==> src/rtl/sqrt_pkg.sv <==
// Shared definitions for the FP16 square-root sequencing controller:
// FP16 field widths, FSM state encoding and result codes.
package sqrt_pkg;

   localparam int FP_W   = 16;
   localparam int EXP_W  = 5;
   localparam int MANT_W = 10;
   localparam int IDX_W  = 4;

   localparam logic [EXP_W-1:0] EXP_MAX = 5'd31;

   localparam int ITER_CNT_DEF = 12;

   typedef enum logic [2:0] {
      ST_IDLE = 3'd0,
      ST_NORM = 3'd1,
      ST_WAIT = 3'd2,
      ST_LOAD = 3'd3,
      ST_ITER = 3'd4,
      ST_DONE = 3'd5
   } state_t;

   localparam logic [1:0] RES_COMPUTED = 2'd0;
   localparam logic [1:0] RES_QNAN     = 2'd1;
   localparam logic [1:0] RES_PINF     = 2'd2;
   localparam logic [1:0] RES_ZERO     = 2'd3;

   // Zero has no flag of its own; it is implied by all flags being clear.
   typedef struct packed {
      logic is_normal;
      logic is_subnormal;
      logic is_nan;
      logic is_pinf;
      logic is_ninf;
   } fp_class_t;

endpackage

==> src/rtl/sqrt_ctrl_if.sv <==
// Handshake and datapath-control bundle between the square-root controller
// and its environment (requester, normalize stage, iteration unit, consumer).
interface sqrt_ctrl_if;
   import sqrt_pkg::*;

   logic                  req_valid;
   logic                  req_ready;
   logic [FP_W-1:0]       req_data;

   logic                  nrm_enable;
   logic                  nrm_s_valid;
   logic                  nrm_sign;
   logic [EXP_W-1:0]      nrm_exp;
   logic [MANT_W-1:0]     nrm_mant;
   logic                  nrm_is_normal;
   logic                  nrm_is_subnormal;
   logic                  nrm_is_nan;
   logic                  nrm_is_pinf;
   logic                  nrm_is_ninf;
   logic                  nrm_n_valid;

   logic                  it_load;
   logic                  it_step;
   logic [IDX_W-1:0]      it_idx;

   logic                  res_valid;
   logic                  res_ready;
   logic [1:0]            res_code;
   logic                  res_sign;

   logic                  busy;

   // Controller side: drives the datapath and result handshake.
   modport master (
      input  req_valid, req_data, nrm_n_valid, res_ready,
      output req_ready,
      output nrm_enable, nrm_s_valid, nrm_sign, nrm_exp, nrm_mant,
      output nrm_is_normal, nrm_is_subnormal, nrm_is_nan, nrm_is_pinf, nrm_is_ninf,
      output it_load, it_step, it_idx,
      output res_valid, res_code, res_sign, busy
   );

   // Environment side: requester, normalize stage model and consumer.
   modport slave (
      output req_valid, req_data, nrm_n_valid, res_ready,
      input  req_ready,
      input  nrm_enable, nrm_s_valid, nrm_sign, nrm_exp, nrm_mant,
      input  nrm_is_normal, nrm_is_subnormal, nrm_is_nan, nrm_is_pinf, nrm_is_ninf,
      input  it_load, it_step, it_idx,
      input  res_valid, res_code, res_sign, busy
   );

endinterface

==> src/rtl/fp16_classify.sv <==
// Combinational FP16 operand classifier: produces the class flags and the
// special-case result code (with sign for signed zero) for one operand.
module fp16_classify
   import sqrt_pkg::*;
(
   input  logic [FP_W-1:0] op_i,
   output fp_class_t       class_o,
   output logic [1:0]      code_o,
   output logic            code_sign_o
);

   logic              sign;
   logic [EXP_W-1:0]  exp_f;
   logic [MANT_W-1:0] mant_f;
   logic              exp_max;
   logic              exp_zero;
   logic              mant_zero;
   logic              is_zero;

   assign sign      = op_i[FP_W-1];
   assign exp_f     = op_i[FP_W-2 -: EXP_W];
   assign mant_f    = op_i[MANT_W-1:0];
   assign exp_max   = (exp_f == EXP_MAX);
   assign exp_zero  = (exp_f == '0);
   assign mant_zero = (mant_f == '0);
   assign is_zero   = exp_zero & mant_zero;

   always_comb begin
      class_o              = '0;
      class_o.is_nan       = exp_max & ~mant_zero;
      class_o.is_pinf      = exp_max & mant_zero & ~sign;
      class_o.is_ninf      = exp_max & mant_zero & sign;
      class_o.is_subnormal = exp_zero & ~mant_zero;
      class_o.is_normal    = ~exp_max & ~exp_zero;
   end

   // Priority: NaN/-inf, +inf, zero (keeps its sign), negative finite, computed.
   always_comb begin
      code_o      = RES_COMPUTED;
      code_sign_o = 1'b0;
      if (class_o.is_nan || class_o.is_ninf) begin
         code_o = RES_QNAN;
      end else if (class_o.is_pinf) begin
         code_o = RES_PINF;
      end else if (is_zero) begin
         code_o      = RES_ZERO;
         code_sign_o = sign;
      end else if (sign) begin
         code_o = RES_QNAN;
      end
   end

endmodule

==> src/rtl/sqrt_ctrl.sv <==
// FP16 square-root sequencing controller: accepts one operand, drives the
// normalize stage and iteration unit, and returns a coded result.
// Optional macro SQRT_CTRL_BYPASS_EN: special operands skip LOAD/ITER.
module sqrt_ctrl
   import sqrt_pkg::*;
#(
   parameter int ITER_CNT = ITER_CNT_DEF   // legal range 1..15 (4-bit index)
)
(
   input  logic        clk,
   input  logic        rst_n,
   sqrt_ctrl_if.master bus
);

`ifdef SQRT_CTRL_BYPASS_EN
   localparam bit BYPASS_EN = 1'b1;
`else
   localparam bit BYPASS_EN = 1'b0;
`endif

   localparam logic [IDX_W-1:0] LAST_IDX = IDX_W'(ITER_CNT - 1);

   state_t            state_q;
   logic [FP_W-1:0]   op_q;
   logic              req_ready_q;
   logic              busy_q;
   logic              nrm_enable_q;
   logic              nrm_s_valid_q;
   logic              it_load_q;
   logic              it_step_q;
   logic [IDX_W-1:0]  it_idx_q;
   logic [IDX_W-1:0]  it_idx_d;
   logic              res_valid_q;
   logic [1:0]        res_code_q;
   logic              res_sign_q;

   fp_class_t         op_class;
   logic [1:0]        op_code;
   logic              op_code_sign;

   fp16_classify u_classify (
      .op_i        (op_q),
      .class_o     (op_class),
      .code_o      (op_code),
      .code_sign_o (op_code_sign)
   );

   assign it_idx_d = it_idx_q + 1'b1;

   always_ff @(posedge clk or negedge rst_n) begin
      if (!rst_n) begin
         state_q       <= ST_IDLE;
         op_q          <= '0;
         req_ready_q   <= 1'b1;
         busy_q        <= 1'b0;
         nrm_enable_q  <= 1'b0;
         nrm_s_valid_q <= 1'b0;
         it_load_q     <= 1'b0;
         it_step_q     <= 1'b0;
         it_idx_q      <= '0;
         res_valid_q   <= 1'b0;
         res_code_q    <= RES_COMPUTED;
         res_sign_q    <= 1'b0;
      end else begin
         nrm_s_valid_q <= 1'b0;
         it_load_q     <= 1'b0;
         unique case (state_q)
            ST_IDLE: begin
               if (bus.req_valid) begin
                  op_q          <= bus.req_data;
                  req_ready_q   <= 1'b0;
                  busy_q        <= 1'b1;
                  nrm_enable_q  <= 1'b1;
                  nrm_s_valid_q <= 1'b1;
                  state_q       <= ST_NORM;
               end
            end
            ST_NORM: begin
               state_q <= ST_WAIT;
            end
            ST_WAIT: begin
               if (bus.nrm_n_valid) begin
                  if (op_code == RES_COMPUTED || !BYPASS_EN) begin
                     it_load_q <= 1'b1;
                     it_idx_q  <= '0;
                     state_q   <= ST_LOAD;
                  end else begin
                     res_valid_q <= 1'b1;
                     res_code_q  <= op_code;
                     res_sign_q  <= op_code_sign;
                     state_q     <= ST_DONE;
                  end
               end
            end
            ST_LOAD: begin
               it_step_q <= 1'b1;
               it_idx_q  <= '0;
               state_q   <= ST_ITER;
            end
            ST_ITER: begin
               // The step with the last index is the final one; leave the
               // index at zero so DONE/IDLE look the same as after reset.
               if (it_idx_q == LAST_IDX) begin
                  it_step_q   <= 1'b0;
                  it_idx_q    <= '0;
                  res_valid_q <= 1'b1;
                  res_code_q  <= op_code;
                  res_sign_q  <= op_code_sign;
                  state_q     <= ST_DONE;
               end else begin
                  it_idx_q <= it_idx_d;
               end
            end
            ST_DONE: begin
               if (bus.res_ready) begin
                  res_valid_q  <= 1'b0;
                  res_code_q   <= RES_COMPUTED;
                  res_sign_q   <= 1'b0;
                  busy_q       <= 1'b0;
                  nrm_enable_q <= 1'b0;
                  req_ready_q  <= 1'b1;
                  state_q      <= ST_IDLE;
               end
            end
            default: begin
               state_q      <= ST_IDLE;
               req_ready_q  <= 1'b1;
               busy_q       <= 1'b0;
               nrm_enable_q <= 1'b0;
               it_step_q    <= 1'b0;
               res_valid_q  <= 1'b0;
            end
         endcase
      end
   end

   assign bus.req_ready        = req_ready_q;
   assign bus.busy             = busy_q;
   assign bus.nrm_enable       = nrm_enable_q;
   assign bus.nrm_s_valid      = nrm_s_valid_q;
   assign bus.nrm_sign         = op_q[FP_W-1];
   assign bus.nrm_exp          = op_q[FP_W-2 -: EXP_W];
   assign bus.nrm_mant         = op_q[MANT_W-1:0];
   assign bus.nrm_is_normal    = op_class.is_normal;
   assign bus.nrm_is_subnormal = op_class.is_subnormal;
   assign bus.nrm_is_nan       = op_class.is_nan;
   assign bus.nrm_is_pinf      = op_class.is_pinf;
   assign bus.nrm_is_ninf      = op_class.is_ninf;
   assign bus.it_load          = it_load_q;
   assign bus.it_step          = it_step_q;
   assign bus.it_idx           = it_idx_q;
   assign bus.res_valid        = res_valid_q;
   assign bus.res_code         = res_code_q;
   assign bus.res_sign         = res_sign_q;

endmodule

==> src/flat_wrapper.sv <==
// flat-port wrapper written by rule: the top's interface ports become plain ports
module sqrt_ctrl_flat import sqrt_pkg::*;
#(
   parameter int ITER_CNT = ITER_CNT_DEF                                     
)
  (clk, rst_n, bus_req_valid, bus_req_data, bus_nrm_n_valid, bus_res_ready, bus_req_ready, bus_nrm_enable, bus_nrm_s_valid, bus_nrm_sign, bus_nrm_exp, bus_nrm_mant, bus_nrm_is_normal, bus_nrm_is_subnormal, bus_nrm_is_nan, bus_nrm_is_pinf, bus_nrm_is_ninf, bus_it_load, bus_it_step, bus_it_idx, bus_res_valid, bus_res_code, bus_res_sign, bus_busy);
  sqrt_ctrl_if bus_i ();
  input  logic clk;
  input  logic rst_n;
  input wire logic [$bits(bus_i.req_valid)-1:0] bus_req_valid;
  input wire logic [$bits(bus_i.req_data)-1:0] bus_req_data;
  input wire logic [$bits(bus_i.nrm_n_valid)-1:0] bus_nrm_n_valid;
  input wire logic [$bits(bus_i.res_ready)-1:0] bus_res_ready;
  output wire logic [$bits(bus_i.req_ready)-1:0] bus_req_ready;
  output wire logic [$bits(bus_i.nrm_enable)-1:0] bus_nrm_enable;
  output wire logic [$bits(bus_i.nrm_s_valid)-1:0] bus_nrm_s_valid;
  output wire logic [$bits(bus_i.nrm_sign)-1:0] bus_nrm_sign;
  output wire logic [$bits(bus_i.nrm_exp)-1:0] bus_nrm_exp;
  output wire logic [$bits(bus_i.nrm_mant)-1:0] bus_nrm_mant;
  output wire logic [$bits(bus_i.nrm_is_normal)-1:0] bus_nrm_is_normal;
  output wire logic [$bits(bus_i.nrm_is_subnormal)-1:0] bus_nrm_is_subnormal;
  output wire logic [$bits(bus_i.nrm_is_nan)-1:0] bus_nrm_is_nan;
  output wire logic [$bits(bus_i.nrm_is_pinf)-1:0] bus_nrm_is_pinf;
  output wire logic [$bits(bus_i.nrm_is_ninf)-1:0] bus_nrm_is_ninf;
  output wire logic [$bits(bus_i.it_load)-1:0] bus_it_load;
  output wire logic [$bits(bus_i.it_step)-1:0] bus_it_step;
  output wire logic [$bits(bus_i.it_idx)-1:0] bus_it_idx;
  output wire logic [$bits(bus_i.res_valid)-1:0] bus_res_valid;
  output wire logic [$bits(bus_i.res_code)-1:0] bus_res_code;
  output wire logic [$bits(bus_i.res_sign)-1:0] bus_res_sign;
  output wire logic [$bits(bus_i.busy)-1:0] bus_busy;
  assign bus_i.req_valid = bus_req_valid;
  assign bus_i.req_data = bus_req_data;
  assign bus_i.nrm_n_valid = bus_nrm_n_valid;
  assign bus_i.res_ready = bus_res_ready;
  assign bus_req_ready = bus_i.req_ready;
  assign bus_nrm_enable = bus_i.nrm_enable;
  assign bus_nrm_s_valid = bus_i.nrm_s_valid;
  assign bus_nrm_sign = bus_i.nrm_sign;
  assign bus_nrm_exp = bus_i.nrm_exp;
  assign bus_nrm_mant = bus_i.nrm_mant;
  assign bus_nrm_is_normal = bus_i.nrm_is_normal;
  assign bus_nrm_is_subnormal = bus_i.nrm_is_subnormal;
  assign bus_nrm_is_nan = bus_i.nrm_is_nan;
  assign bus_nrm_is_pinf = bus_i.nrm_is_pinf;
  assign bus_nrm_is_ninf = bus_i.nrm_is_ninf;
  assign bus_it_load = bus_i.it_load;
  assign bus_it_step = bus_i.it_step;
  assign bus_it_idx = bus_i.it_idx;
  assign bus_res_valid = bus_i.res_valid;
  assign bus_res_code = bus_i.res_code;
  assign bus_res_sign = bus_i.res_sign;
  assign bus_busy = bus_i.busy;
  sqrt_ctrl #(.ITER_CNT(ITER_CNT)) u_core (.clk(clk), .rst_n(rst_n), .bus(bus_i));
endmodule
==> config.mk <==
export PLATFORM = sky130hd
export DESIGN_NAME = sqrt_ctrl_flat
export DESIGN_NICKNAME = d
export VERILOG_FILES = /design/src/rtl/sqrt_pkg.sv /design/src/rtl/sqrt_ctrl_if.sv /design/src/rtl/fp16_classify.sv /design/src/rtl/sqrt_ctrl.sv /design/src/flat_wrapper.sv
export SDC_FILE = /design/constraint.sdc
export NUM_CORES = 1
export LEC_CHECK = 0
export BUFFER_PORTS_ARGS = -buffer_cell sky130_fd_sc_hd__buf_4
export CAP_MARGIN = 20
export CORE_UTILIZATION = 42
export CTS_CLUSTER_DIAMETER = 200
export DETAILED_ROUTE_END_ITERATION = 8
export PLACE_DENSITY = 0.7
export SYNTH_ARGS = -nofsm -noshare
export SYNTH_HDL_FRONTEND = slang
export SYNTH_SLANG_ARGS = --single-unit
==> constraint.sdc <==
create_clock -name clk -period 3.5 [get_ports clk]
set_clock_uncertainty 0.1 [all_clocks]
set_input_delay 0.175 -clock clk [delete_from_list [all_inputs] [get_ports clk]]
set_output_delay 0.175 -clock clk [all_outputs]
set_load 0.03 [all_outputs]
=== Yosys cells after proc, flatten, opt, wreduce, memory -nomap -nowiden ===
Cells that the tools add are included.

* Register bits: 32
* Input port bits: 21
* Output and inout bits: 35
* Logic and storage cells: 87

* $add $sub $neg: 1
* Eq/ne operators: 11
* Muxes and demuxes: 34
* Bitwise logic cells: 14
* Reduce and logical (&&, ||, !) cells: 16

{| class="wikitable"
|+ Operators with widths
! kind !! count
|-
| 3-bit case mux with 6 select lines || 1
|-
| 1-bit 2-to-1 mux || 15
|-
| 3-bit 2-to-1 mux || 4
|-
| 1-bit case mux with 3 select lines || 4
|-
| 4-bit case mux with 3 select lines || 1
|-
| 4-bit OR reduction || 3
|-
| 10-bit logical NOT || 1
|-
| 2-bit 2-to-1 mux || 5
|-
| 3-bit AND reduction || 3
|-
| 4-bit 2-to-1 mux || 2
|-
| 1-bit bitwise AND || 7
|-
| 1-bit inverter || 7
|-
| 3-bit by 2-bit equality test with 1-bit output (second input constant) || 2
|-
| 3-bit equality test (second input constant) || 2
|-
| 2-bit != test (second input constant) || 3
|-
| 2-bit AND reduction || 3
|-
| 5-bit equality test (second input constant) || 1
|-
| 5-bit logical NOT || 1
|-
| 4-bit by 1-bit adder with 4-bit output (second input constant) || 1
|-
| 4-bit equality test (second input constant) || 1
|-
| 2-bit case mux with 2 select lines || 1
|-
| 4-bit AND reduction || 1
|-
| 3-bit by 1-bit equality test with 1-bit output (second input constant) || 1
|-
| 3-bit logical NOT || 1
|-
| other kinds (5) || 5
|}

=== Logic depth before layout (Yosys ltp) ===
Gate-level depths: netlist of run 1.

* Depth in word-level cells: 7
* Mapped depth: 5
* Gate-level depth less buffers: 5

=== By module ===
Synthesis of run 1 repeated with hierarchy kept, for this count alone.

* Cell total of the unflattened synthesis: 141
* Area, all modules: 1555.2 um2

{| class="wikitable"
|+ By module, submodules not included
! module !! instances !! cells each !! area each (um2)
|-
| sqrt_ctrl || 1 || 119 || 1417.6
|-
| fp16_classify || 1 || 22 || 137.6
|}

=== Worst setup path before layout of run 1 ===
Ideal clock, no wire load.

* Path kind: reg2out
* From: register u_core.op_q[1]
* To: output bus_nrm_is_pinf
* Arrival: 1906 ps
* Data required time: 3225 ps
* Path slack: 1319 ps
* Stages on the path, launching flop included: 5
* Buffers on the path: 0
* Path through: dfrtp_1 or4_4 nor4_4 nand2_1 nor2_1

* Longest elaborated chain between the ends: 3

{| class="wikitable"
|+ Ends and longest elaborated chain
! item !! RTL line !! RTL
|-
| from (decl) || sqrt_ctrl.sv:24 || <nowiki>logic [FP_W-1:0] op_q;</nowiki>
|-
| from (signal assigned) || sqrt_ctrl.sv:70 || <nowiki>op_q <= bus.req_data;</nowiki>
|-
| 10-bit logical NOT || fp16_classify.sv:25 || <nowiki>assign mant_zero = (mant_f == '0);</nowiki>
|-
| 1-bit bitwise AND (2 in series) || fp16_classify.sv:31 || <nowiki>class_o.is_pinf = exp_max & mant_zero & ~sign;</nowiki>
|-
| to (decl) || flat_wrapper.sv:23 || <nowiki>output wire logic [$bits(bus_i.nrm_is_pinf)-1:0] bus_nrm_is_pinf;</nowiki>
|}

No other way between the ends.

=== Final worst setup path of run 1 ===
* From: register u_core.op_q[0]
* To: output bus_nrm_is_pinf

The elaborated chain is that of the path after synthesis.

==> results.sh, run 1 <==
export IMPL_drive_gt1_share_pct=38.8
export IMPL_tritoncts="done"
export IMPL_syn_avg_cell_area_sq_um=10.8
export IMPL_hold_viol_final=0
export IMPL_cts_path_max_buffers=2
export IMPL_grt_pass1_vias=1372
export IMPL_drcViolationCount=0
export IMPL_hold_path_class="input port to flop"
export IMPL_clock_sinks=32
export IMPL_cts_root_buffer="clkbuf_4"
export IMPL_fillers=274
export IMPL_reg2reg_slack_ns=1.60
export IMPL_drtIter0Drc=80
export IMPL_post_route_period_util_pct=67.6
export IMPL_tightest_slew_ns=0.606
export IMPL_wire_per_inst_microns=13.6
export IMPL_path_class="flop to output port"
export IMPL_ios=56
export IMPL_synth_nets=165
export IMPL_vias=1337
export IMPL_worst_skew_pair_late_latency_ns=0.34
export IMPL_netlist_area_sq_um=1540
export IMPL_dpl_worst_slack_ns=1.50
export IMPL_p_leak_nw=1.04
export IMPL_wl_microns=3610
export IMPL_initial_utilization_pct=45.1
export IMPL_yosysMostFrequentCell="dfrtp_1"
export IMPL_power_density_nw_per_um2=865
export IMPL_yosys_top_cells_area="dfrtp_1 (50%), mux2_2 (12%), o21ai_0 (3.6%), a21oi_1 (2.6%), nand2_1 (2.4%)"
export IMPL_die_h_microns=62.6
export IMPL_nets=240
export IMPL_fmax_ghz=0.423
export IMPL_maxCapViolCount=0
export IMPL_die_area_sq_um=3910
export IMPL_synth_seq_cells=32
export IMPL_avgViaCountPerCell=5.05
export IMPL_final_cells=265
export IMPL_drtPass1Iterations=4
export IMPL_design_area_sq_um=2250
export IMPL_min_to="u_core.state_q[2]$_DFFE_PN0P_"
export IMPL_rr_endpoint="u_core.bus.it_idx[3]$_DFFE_PN0P_"
export IMPL_grt_usage_pct=20.3
export IMPL_numCtsBuffers=5
export IMPL_htreeDepth=2
export IMPL_outcome="finished, final reports clean"
export IMPL_crit_fanout=8
export IMPL_yosys_cell_types_count=39
export IMPL_path_cells="or4_4 -> nor4_4 -> nand2_1 -> nor2_1 -> buf_4"
export IMPL_layout_area_overhead_vs_synth_pct=46.0
export IMPL_synth_cells=143
export IMPL_fin_crit_ns=2.36
export IMPL_end_kind="output port"
export IMPL_row_count=21
export IMPL_min_path_cells=3
export IMPL_slew_violations=0
export IMPL_rr_worst_depth=4
export IMPL_synth_top_area_share_pct=50.4
export IMPL_grt_pass1_wl_microns=6250
export IMPL_portBuffers=55
export IMPL_setup_viol_count_final=0
export IMPL_max_slew_margin_rel_pct=59.6
export IMPL_peakVddDrop_mv=0.646
export IMPL_grt_overflow=0
export IMPL_core_area_sq_um=3420
export IMPL_yosysSeqAreaShare_pct=52.1
export IMPL_dp_hpwl_microns=2370
export IMPL_dp_cells=239
export IMPL_synthArstFlopShare_pct=100
export IMPL_place_congestion=0.801
export IMPL_rsz0062_at_grt="no"
export IMPL_worstPathRequired_ns=3.22
export IMPL_postRouteAntennaNets=0
export IMPL_fin_ws_ns=1.14
export IMPL_die_x_microns=62.6
export IMPL_ys_top_cells_by_count="dfrtp_1 (31), mux2_2 (16), o21ai_0 (11), nand2_1 (10), nor2_1 (10)"
export IMPL_crit_path_top_delay_cell="or4_4"
export IMPL_synth_edff_count=0
export IMPL_hp_start="bus_res_ready"
export IMPL_grt_max_degree=33
export IMPL_clk_pin_slew_ns=0.11
export IMPL_synth_warnings=0
export IMPL_post_dp_cell_area_sq_um=1990
export IMPL_antenna_diode_count=0
export IMPL_synth_area_leader_cell="dfrtp_1"
export IMPL_antenna_found_initial=0
export IMPL_cp_arrival_ns=2.09
export IMPL_r2r_start="u_core.state_q[0]$_DFFE_PN0P_"
export IMPL_cpPeakStageDelay_ns=0.53
export IMPL_synth_main_ff_cell="dfrtp_1"
export IMPL_crit_path_start_kind="flop"
export IMPL_setup_tns_ns=0
[per-layer routing]
metal / wire (microns) / GRT usage [%]
met3: 209 / 6.75
met1: 1500 / 22.9
met5: 0 / 0
met2: 1850 / 36.0
met4: 45 / 6.10
[how the worst max path moves through the flow]
stage | endpoint | start | slack (ns) | cells after the start
2_1_floorplan | bus_nrm_is_pinf | u_core.op_q[1]$_DFFE_PN0P_ | 1.32 | 4
3_3_place_gp | bus_nrm_is_ninf | u_core.op_q[1]$_DFFE_PN0P_ | 1.53 | 4
5_1_grt | bus_nrm_is_pinf | u_core.op_q[1]$_DFFE_PN0P_ | 1.0 | 5
4_1_cts | bus_nrm_is_ninf | u_core.op_q[1]$_DFFE_PN0P_ | 1.11 | 4
6_report | bus_nrm_is_pinf | u_core.op_q[0]$_DFFE_PN0P_ | 1.14 | 5
3_5_place_dp | bus_nrm_is_ninf | u_core.op_q[1]$_DFFE_PN0P_ | 1.50 | 4
[stage by stage]
step	total power, mW	utilization (%)	hold WS [ns]
3_5_place_dp	1.65	58.2	0.0367
6_report	1.95	65.8	0.0936
3_3_place_gp	1.63	58.2	0.0309
4_1_cts	1.95	65.8	0.0914
2_1_floorplan	1.32	-	-0.221
5_1_grt	2.06	65.8	0.106
[logic make-up after synthesis]
kind of cell               count (synthesis)  share of synthesized area (%)
adders and majority gates                  1                          0.812
and+or+nand+nor                           49                           18.4
buffers and inverters                     13                           3.66
xor gates and xnor gates                   1                          0.569
AOI/OAI and AO/OA                         30                           12.1
DFF                                       32                           52.1
muxes                                     17                           12.3
[what timing repair did]
action                                  CTS  global route
hold buffers                             18             0
hold endpoints to repair                 49             0
buffers inserted                          0             0
endpoints found under the setup margin    0             0
resized for setup                         0             0
[placed cells by master, fill, tap and decap left out, types with 2 or more instances in the layout]
cell           count
dlygate4sd3_1     18
nor3b_1            2
and3b_1            2
nor2b_1            3
dfrtp_1           31
nand3_1            2
buf_4             56
a31oi_1            2
nor2_1            10
nand2b_1           3
a21oi_1            8
inv_1              7
and3_1             3
o21ai_0           11
mux2_2            16
clkbuf_4           5
nor3_1             4
nand3b_1           2
nand2_1           10
[cell type report]
type,count,area [sq um],area share [%]
inverter,7,26.3,1.17
sequential,32,802,35.7
tap,46,57.6,2.56
multi-input combinational,98,682,30.3
timing repair buffer,74,601,26.7
clock inverter,3,42.5,1.89
clock buffer,5,37.5,1.67
[sequential cells by signal (all words and copies together) (netlist names)]
signal,flops
u_core.op_q,16
u_core.bus.it_idx,4
u_core.state_q,3
u_core.bus.res_code,2
u_core.bus.busy,1
u_core.bus.it_load,1
u_core.bus.it_step,1
u_core.bus.nrm_s_valid,1
u_core.bus.req_ready,1
u_core.bus.res_sign,1
u_core.bus.res_valid,1
[critical path, delay by kind of cell (launching register included)]
kind                   cells  cell delay, ns
DFF                        1            0.43
and+or+nand+nor            4            1.14
buffers and inverters      1            0.17
[report_power, final]
group | total, mW | switching [mW] | internal (mW)
Sequential | 0.717 | 0.192 | 0.525
Combinational | 0.945 | 0.527 | 0.418
Clock | 0.283 | 0.134 | 0.149
Total | 1.95 | 0.854 | 1.09
(Power assumes the default switching activity.)
==> run 2: changes to the inputs <==
--- a/config.mk
+++ b/config.mk
@@ -5,12 +5,13 @@
 export SDC_FILE = /design/constraint.sdc
 export NUM_CORES = 1
 export LEC_CHECK = 0
+export ABC_AREA = 1
 export BUFFER_PORTS_ARGS = -buffer_cell sky130_fd_sc_hd__buf_4
 export CAP_MARGIN = 20
 export CORE_UTILIZATION = 42
 export CTS_CLUSTER_DIAMETER = 200
 export DETAILED_ROUTE_END_ITERATION = 8
-export PLACE_DENSITY = 0.7
+export PLACE_DENSITY = 0.72
 export SYNTH_ARGS = -nofsm -noshare
 export SYNTH_HDL_FRONTEND = slang
 export SYNTH_SLANG_ARGS = --single-unit
==> constraint.sdc (replaced) <==
create_clock -name clk -period 2 [get_ports clk]
set_clock_uncertainty 0.1 [all_clocks]
set_input_delay 0.1 -clock clk [delete_from_list [all_inputs] [get_ports clk]]
set_output_delay 0.1 -clock clk [all_outputs]
set_load 0.03 [all_outputs]
==> run 2 against run 1 <==
Effect of this change: final cell count rose by 18%; total power grew 89%; critical path depth unchanged; critical endpoint is now bus_nrm_is_ninf; largest cell class unchanged; die area grew 2.8%; non-clock buffer count is 1 lower; via count up 8.9%.
==> results.sh, run 2 <==
export IMPL_outcome="finished, final reports clean"
export IMPL_min_path_cells=3
export IMPL_synth_top_area_share_pct=48.9
export IMPL_antenna_diode_count=0
export IMPL_antenna_found_initial=0
export IMPL_synth_nets=211
export IMPL_synth_top_family_by_area="simple AND/OR/NAND/NOR gates"
export IMPL_avgViaCountPerCell=4.65
export IMPL_maxCapViolCount=0
export IMPL_fin_crit_ns=1.87
export IMPL_top_register="u_core.op_q"
export IMPL_drive_gt1_share_pct=35.2
export IMPL_syn_avg_cell_area_sq_um=8.39
export IMPL_die_x_microns=63.4
export IMPL_core_area_sq_um=3470
export IMPL_setup_viol_count_final=0
export IMPL_synth_warnings=0
export IMPL_post_cts_setup_buffer_count=0
export IMPL_tritoncts="done"
export IMPL_postRouteAntennaNets=0
export IMPL_row_count=21
export IMPL_grt_overflow=0
export IMPL_synth_cells=189
export IMPL_yosysSeqAreaShare_pct=50.6
export IMPL_drcViolationCount=0
export IMPL_synth_edff_count=0
export IMPL_grt_max_degree=33
export IMPL_rr_worst_depth=7
export IMPL_crit_fanout=3
export IMPL_end_kind="output port"
export IMPL_synthArstFlopShare_pct=100
export IMPL_cp_arrival_ns=1.67
export IMPL_nets=288
export IMPL_peakVddDrop_mv=1.03
export IMPL_portBuffers=55
export IMPL_final_cells=313
export IMPL_hold_path_class="input port to flop"
export IMPL_synth_main_ff_cell="dfrtp_1"
export IMPL_cts_root_buffer="clkbuf_8"
export IMPL_setup_tns_ns=0
export IMPL_post_route_period_util_pct=93.3
export IMPL_crit_path_start_kind="flop"
export IMPL_final_common_cell="nand2_1"
export IMPL_wire_per_inst_microns=11.6
export IMPL_muxShareOfSynthArea_pct=0
export IMPL_netlist_area_sq_um=1590
export IMPL_clock_sinks=32
export IMPL_tightest_slew_ns=0.398
export IMPL_p_total_mw=3.67
export IMPL_grt_pass1_wl_microns=6330
export IMPL_grt_pass1_vias=1527
export IMPL_largest_register_ffs=16
export IMPL_synth_simple_gate_area_share_pct=30.6
export IMPL_synth_compound_area_share_pct=9.00
export IMPL_hold_viol_final=0
export IMPL_dp_cells=287
export IMPL_fmax_ghz=0.536
export IMPL_slew_violations=0
export IMPL_initial_utilization_pct=45.7
export IMPL_synth_area_leader_cell="dfrtp_1"
export IMPL_p_leak_nw=1.24
export IMPL_ys_top_cells_by_count="nand2_1 (61), dfrtp_1 (31), inv_1 (20), nor2_1 (12), nand3_1 (11)"
export IMPL_die_h_microns=63.4
export IMPL_worstPathRequired_ns=1.80
export IMPL_worst_skew_pair_late_latency_ns=0.28
export IMPL_synth_seq_cells=32
export IMPL_die_area_sq_um=4020
export IMPL_place_congestion=0.824
export IMPL_cts_path_max_buffers=2
export IMPL_max_slew_margin_rel_pct=73.5
export IMPL_layout_cells_most_common_list="nand2_1 (61), buf_4 (55), dfrtp_1 (31), inv_1 (20), dlygate4sd3_1 (18)"
export IMPL_path_class="flop to output port"
export IMPL_dp_hpwl_microns=2430
export IMPL_wl_microns=3620
export IMPL_yosysMostFrequentCell="nand2_1"
export IMPL_yosys_top_cells_area="dfrtp_1 (49%), nand2_1 (14%), o21ai_2 (5.0%), inv_1 (4.7%), nand3_1 (3.5%)"
export IMPL_synthAdderAreaFrac_pct=0.789
export IMPL_rsz0062_at_grt="no"
export IMPL_grt_usage_pct=20.1
export IMPL_reg2reg_slack_ns=0.48
export IMPL_vias=1456
export IMPL_layout_area_overhead_vs_synth_pct=46.5
export IMPL_drtPass1Iterations=4
export IMPL_numCtsBuffers=5
export IMPL_drtIter0Drc=44
export IMPL_clk_pin_slew_ns=0.07
export IMPL_yosys_cell_types_count=26
export IMPL_synth_xor_area_share_pct=0.552
export IMPL_htreeDepth=2
export IMPL_ios=56
export IMPL_power_density_nw_per_um2=1580
==> run 2: cell count changes after synthesis, sizes merged, moves of 4 or more <==
cell and delta:
a21oi -7, clkbuf -4, inv +19, mux2 -16, nand2 +58, nand3 +9, nor2 +6, o21ai +9
==> run 2: cells by family after synthesis <==
logic type                 after synthesis
DFF                                     32
adders and majority gates                1
buffers and inverters                   29
xor gates and xnor gates                 1
AOI/OAI and AO/OA                       21
and+or+nand+nor                        105
==> run 2: routing by layer <==
| layer | track usage [%] | vias to the layer above | share of wire (%) |
|---|---|---|---|
| met4 | 6.53 | 0 | 0.72 |
| met3 | 7.25 | 5 | 7.6 |
| met2 | 34.8 | 52 | 48 |
| met5 | 0 | - | 0 |
| met1 | 22.8 | 653 | 43 |
| li1 | - | 746 | - |
==> run 2: worst max-delay path: stages (launching register included) <==
cell and delay (ns):
dfrtp_1 0.39, or2_2 0.34, nor4_4 0.26, nand2_1 0.08, nor2_1 0.13, buf_4 0.18
==> run 2: path summary, 6_finish.rpt <==
path,from,endpoint
worst max-delay path,u_core.op_q[1]$_DFFE_PN0P_,bus_nrm_is_ninf
worst min-delay path,bus_req_valid,u_core.bus.busy$_DFFE_PN0P_
worst max register to register,u_core.state_q[1]$_DFFE_PN0P_,u_core.op_q[8]$_DFFE_PN0P_
worst min register to register,u_core.bus.req_ready$_DFFE_PN1P_,u_core.bus.req_ready$_DFFE_PN1P_
max in group asynchronous,rst_n,u_core.bus.req_ready$_DFFE_PN1P_
min in group asynchronous,rst_n,u_core.bus.busy$_DFFE_PN0P_
==> run 2: final cells by class <==
type | instances | area [sq um]
clock buffers | 5 | 68.8
clock inverters | 3 | 42.5
fillers | 300 | 1150
inverters | 26 | 100
multi-input cells | 128 | 658
flip-flops and latches | 32 | 802
well taps | 46 | 57.6
repair buffers | 73 | 593
==> run 2: report_power, final <==
group          switching (mW)  total [mW]  leakage (nW)  internal, mW
clock network           0.248       0.616        0.0541         0.368
logic                    1.24        1.92         0.783         0.680
registers               0.218        1.13         0.407         0.914
==> run 2: what timing repair did <==
action | CTS | global route
hold endpoints to repair | 49 | 0
endpoints found under the setup margin | 0 | 1
hold buffers | 18 | 0
resized for setup | 0 | 1
==> run 2: stage by stage <==
stage | utilization, % | setup slack, ns | area (sq um) | hold slack, ns
4_1_cts | 66.7 | 0.0990 | 2310 | 0.0208
5_1_grt | 67.0 | 0.0707 | 2320 | 0.0432
2_1_floorplan | - | 0.206 | 1590 | -0.296
6_report | 67.0 | 0.134 | 2320 | 0.0261
3_5_place_dp | 58.3 | 0.425 | 2020 | -0.0376
3_3_place_gp | 58.3 | 0.456 | 2020 | -0.0375
==> run 3: changes to the inputs <==
--- a/config.mk
+++ b/config.mk
@@ -8,6 +8,7 @@
 export ABC_AREA = 1
 export BUFFER_PORTS_ARGS = -buffer_cell sky130_fd_sc_hd__buf_4
 export CAP_MARGIN = 20
+export CORE_MARGIN = 2
 export CORE_UTILIZATION = 42
 export CTS_CLUSTER_DIAMETER = 200
 export DETAILED_ROUTE_END_ITERATION = 8
==> constraint.sdc (replaced) <==
create_clock -name clk -period 2 [get_ports clk]
set_clock_uncertainty 0.1 [all_clocks]
set_input_delay 0.1 -clock clk [delete_from_list [all_inputs] [get_ports clk]]
set_output_delay 0.1 -clock clk [all_outputs]
set_load 0.05 [all_outputs]
==> run 3 against run 2 <==
Effect of this change: total power rose by 6.4%; final cell count is 0.32% higher; routed wire length is 1.4% lower; clock power shrank 27%; non-clock buffer count stayed put; largest power group unchanged.
==> results.sh, run 3 (synthesis results as in run 2) <==
export IMPL_internal_power_mw=1.84
export IMPL_final_common_cell="nand2_1"
export IMPL_drtIter0Drc=113
export IMPL_top_register="u_core.op_q"
export IMPL_ios=56
export IMPL_grt_pass1_wl_microns=6050
export IMPL_post_route_period_util_pct=94.2
export IMPL_portBuffers=55
export IMPL_peakVddDrop_mv=1.02
export IMPL_outcome="finished, final reports clean"
export IMPL_nets=288
export IMPL_row_count=22
export IMPL_layout_area_overhead_vs_synth_pct=45.0
export IMPL_fin_crit_ns=1.88
export IMPL_min_path_cells=3
export IMPL_grt_max_degree=33
export IMPL_fin_ws_ns=0.116
export IMPL_rr_worst_depth=8
export IMPL_clock_sinks=32
export IMPL_wire_per_inst_microns=11.4
export IMPL_cts_root_buffer="clkbuf_8"
export IMPL_power_density_nw_per_um2=1700
export IMPL_place_congestion=0.855
export IMPL_slew_violations=0
export IMPL_p_total_mw=3.91
export IMPL_drive_gt1_share_pct=35.3
export IMPL_p_switching_mw=2.06
export IMPL_hold_ws_ns=0.0401
export IMPL_largest_register_ffs=16
export IMPL_die_x_microns=65.4
export IMPL_p_comb_share_pct=59.6
export IMPL_crit_path_start_kind="flop"
export IMPL_tightest_slew_ns=0.391
export IMPL_max_slew_margin_rel_pct=73.9
export IMPL_worstPathRequired_ns=1.80
export IMPL_grt_usage_pct=18.6
export IMPL_hold_viol_final=0
export IMPL_layout_cells_most_common_list="nand2_1 (61), buf_4 (55), dfrtp_1 (31), inv_1 (20), dlygate4sd3_1 (18)"
export IMPL_cp_arrival_ns=1.68
export IMPL_clkPwrFrac_pct=11.6
export IMPL_crit_fanout=3
export IMPL_setup_viol_count_final=0
export IMPL_seqPwrFrac_pct=28.9
export IMPL_sw_frac_of_total_pct=52.9
export IMPL_fillers=333
export IMPL_die_area_sq_um=4280
export IMPL_hold_path_class="input port to flop"
export IMPL_maxCapViolCount=0
export IMPL_wl_microns=3570
export IMPL_end_kind="output port"
export IMPL_htreeDepth=2
export IMPL_initial_utilization_pct=43.6
export IMPL_drtPass1Iterations=4
export IMPL_drcViolationCount=0
export IMPL_die_h_microns=65.4
export IMPL_worst_skew_pair_late_latency_ns=0.27
export IMPL_vias=1470
export IMPL_antenna_found_initial=0
export IMPL_tritoncts="done"
export IMPL_grt_pass1_vias=1429
export IMPL_clk_pin_slew_ns=0.06
export IMPL_avgViaCountPerCell=4.68
export IMPL_dpl_worst_slack_ns=0.364
export IMPL_dp_hpwl_microns=2570
export IMPL_path_class="flop to output port"
export IMPL_cts_path_max_buffers=2
export IMPL_postRouteAntennaNets=0
export IMPL_p_leak_nw=1.23
export IMPL_fmax_ghz=0.531
export IMPL_grt_overflow=0
export IMPL_antenna_diode_count=0
export IMPL_rsz0062_at_grt="no"
export IMPL_core_area_sq_um=3630
export IMPL_numCtsBuffers=5
## run 3: cell types whose count changed in the layout (fill, tap and decap cells not counted)
cell	previous run	this run
clkinvlp_4	1	0
nor3_2	0	1
nor2_1	12	11
nor3_1	2	1
bufinv_16	1	0
clkbuf_1	0	1
nor2_2	2	3
## run 3: worst paths after layout
path	from	slack [ns]	end
setup / recovery	u_core.op_q[1]$_DFFE_PN0P_	0.12	bus_nrm_is_ninf
hold / removal	bus_req_valid	0.04	u_core.bus.busy$_DFFE_PN0P_
setup reg to reg	u_core.bus.it_idx[0]$_DFFE_PN0P_	0.48	u_core.bus.res_code[1]$_DFFE_PN0P_
hold reg to reg	u_core.bus.req_ready$_DFFE_PN1P_	0.38	u_core.bus.req_ready$_DFFE_PN1P_
max in group asynchronous	rst_n	1.29	u_core.bus.req_ready$_DFFE_PN1P_
min in group asynchronous	rst_n	0.19	u_core.bus.res_code[0]$_DFFE_PN0P_
## run 3: cell type report
type                       count  area (sq um)  area share (%)
sequential                    32           802            34.9
multi-input combinational    128           666            29.0
timing repair buffer          73           593            25.8
inverter                      26           100            4.35
clock buffer                   6          72.6            3.16
tap                           48          60.1            2.61
clock inverter                 1          5.00           0.218
## run 3: critical path: stages, from the launching register on
cell,delay [ns]
dfrtp_1,0.39
or2_2,0.33
nor4_4,0.29
nand2_1,0.11
nor2_2,0.09
buf_4,0.20
## run 3: metal layers
layer / track usage [%] / up-vias / wire (microns)
met5: 0 / - / 0
met4: 9.11 / 0 / 85
met3: 4.11 / 11 / 160
met2: 32.5 / 43 / 1810
met1: 21.3 / 670 / 1510
li1: - / 746 / -
## run 3: power groups by stage
stage	sequential, mW	clock, mW	combinational, mW
2_1_floorplan	1.90	0	0.922
3_3_place_gp	1.13	0	2.27
3_5_place_dp	1.14	0	2.29
4_1_cts	1.13	0.465	2.32
5_1_grt	1.17	0.496	2.51
6_report	1.13	0.452	2.33
## run 3: what timing repair did
item,CTS,global route
hold buffers,18,0
buffers inserted,0,0
resized for setup,0,1
hold endpoints to repair,49,0
setup endpoints to repair,0,1
## run 3: per-stage QoR
stage | instance area, sq um | cells | utilization (%) | setup TNS [ns]
2_1_floorplan | 1590 | 189 | - | -0.163
3_3_place_gp | 2030 | 289 | 55.9 | 0
3_5_place_dp | 2030 | 289 | 55.9 | 0
4_1_cts | 2290 | 314 | 63.0 | 0
5_1_grt | 2300 | 314 | 63.3 | 0
6_report | 2300 | 314 | 63.3 | 0
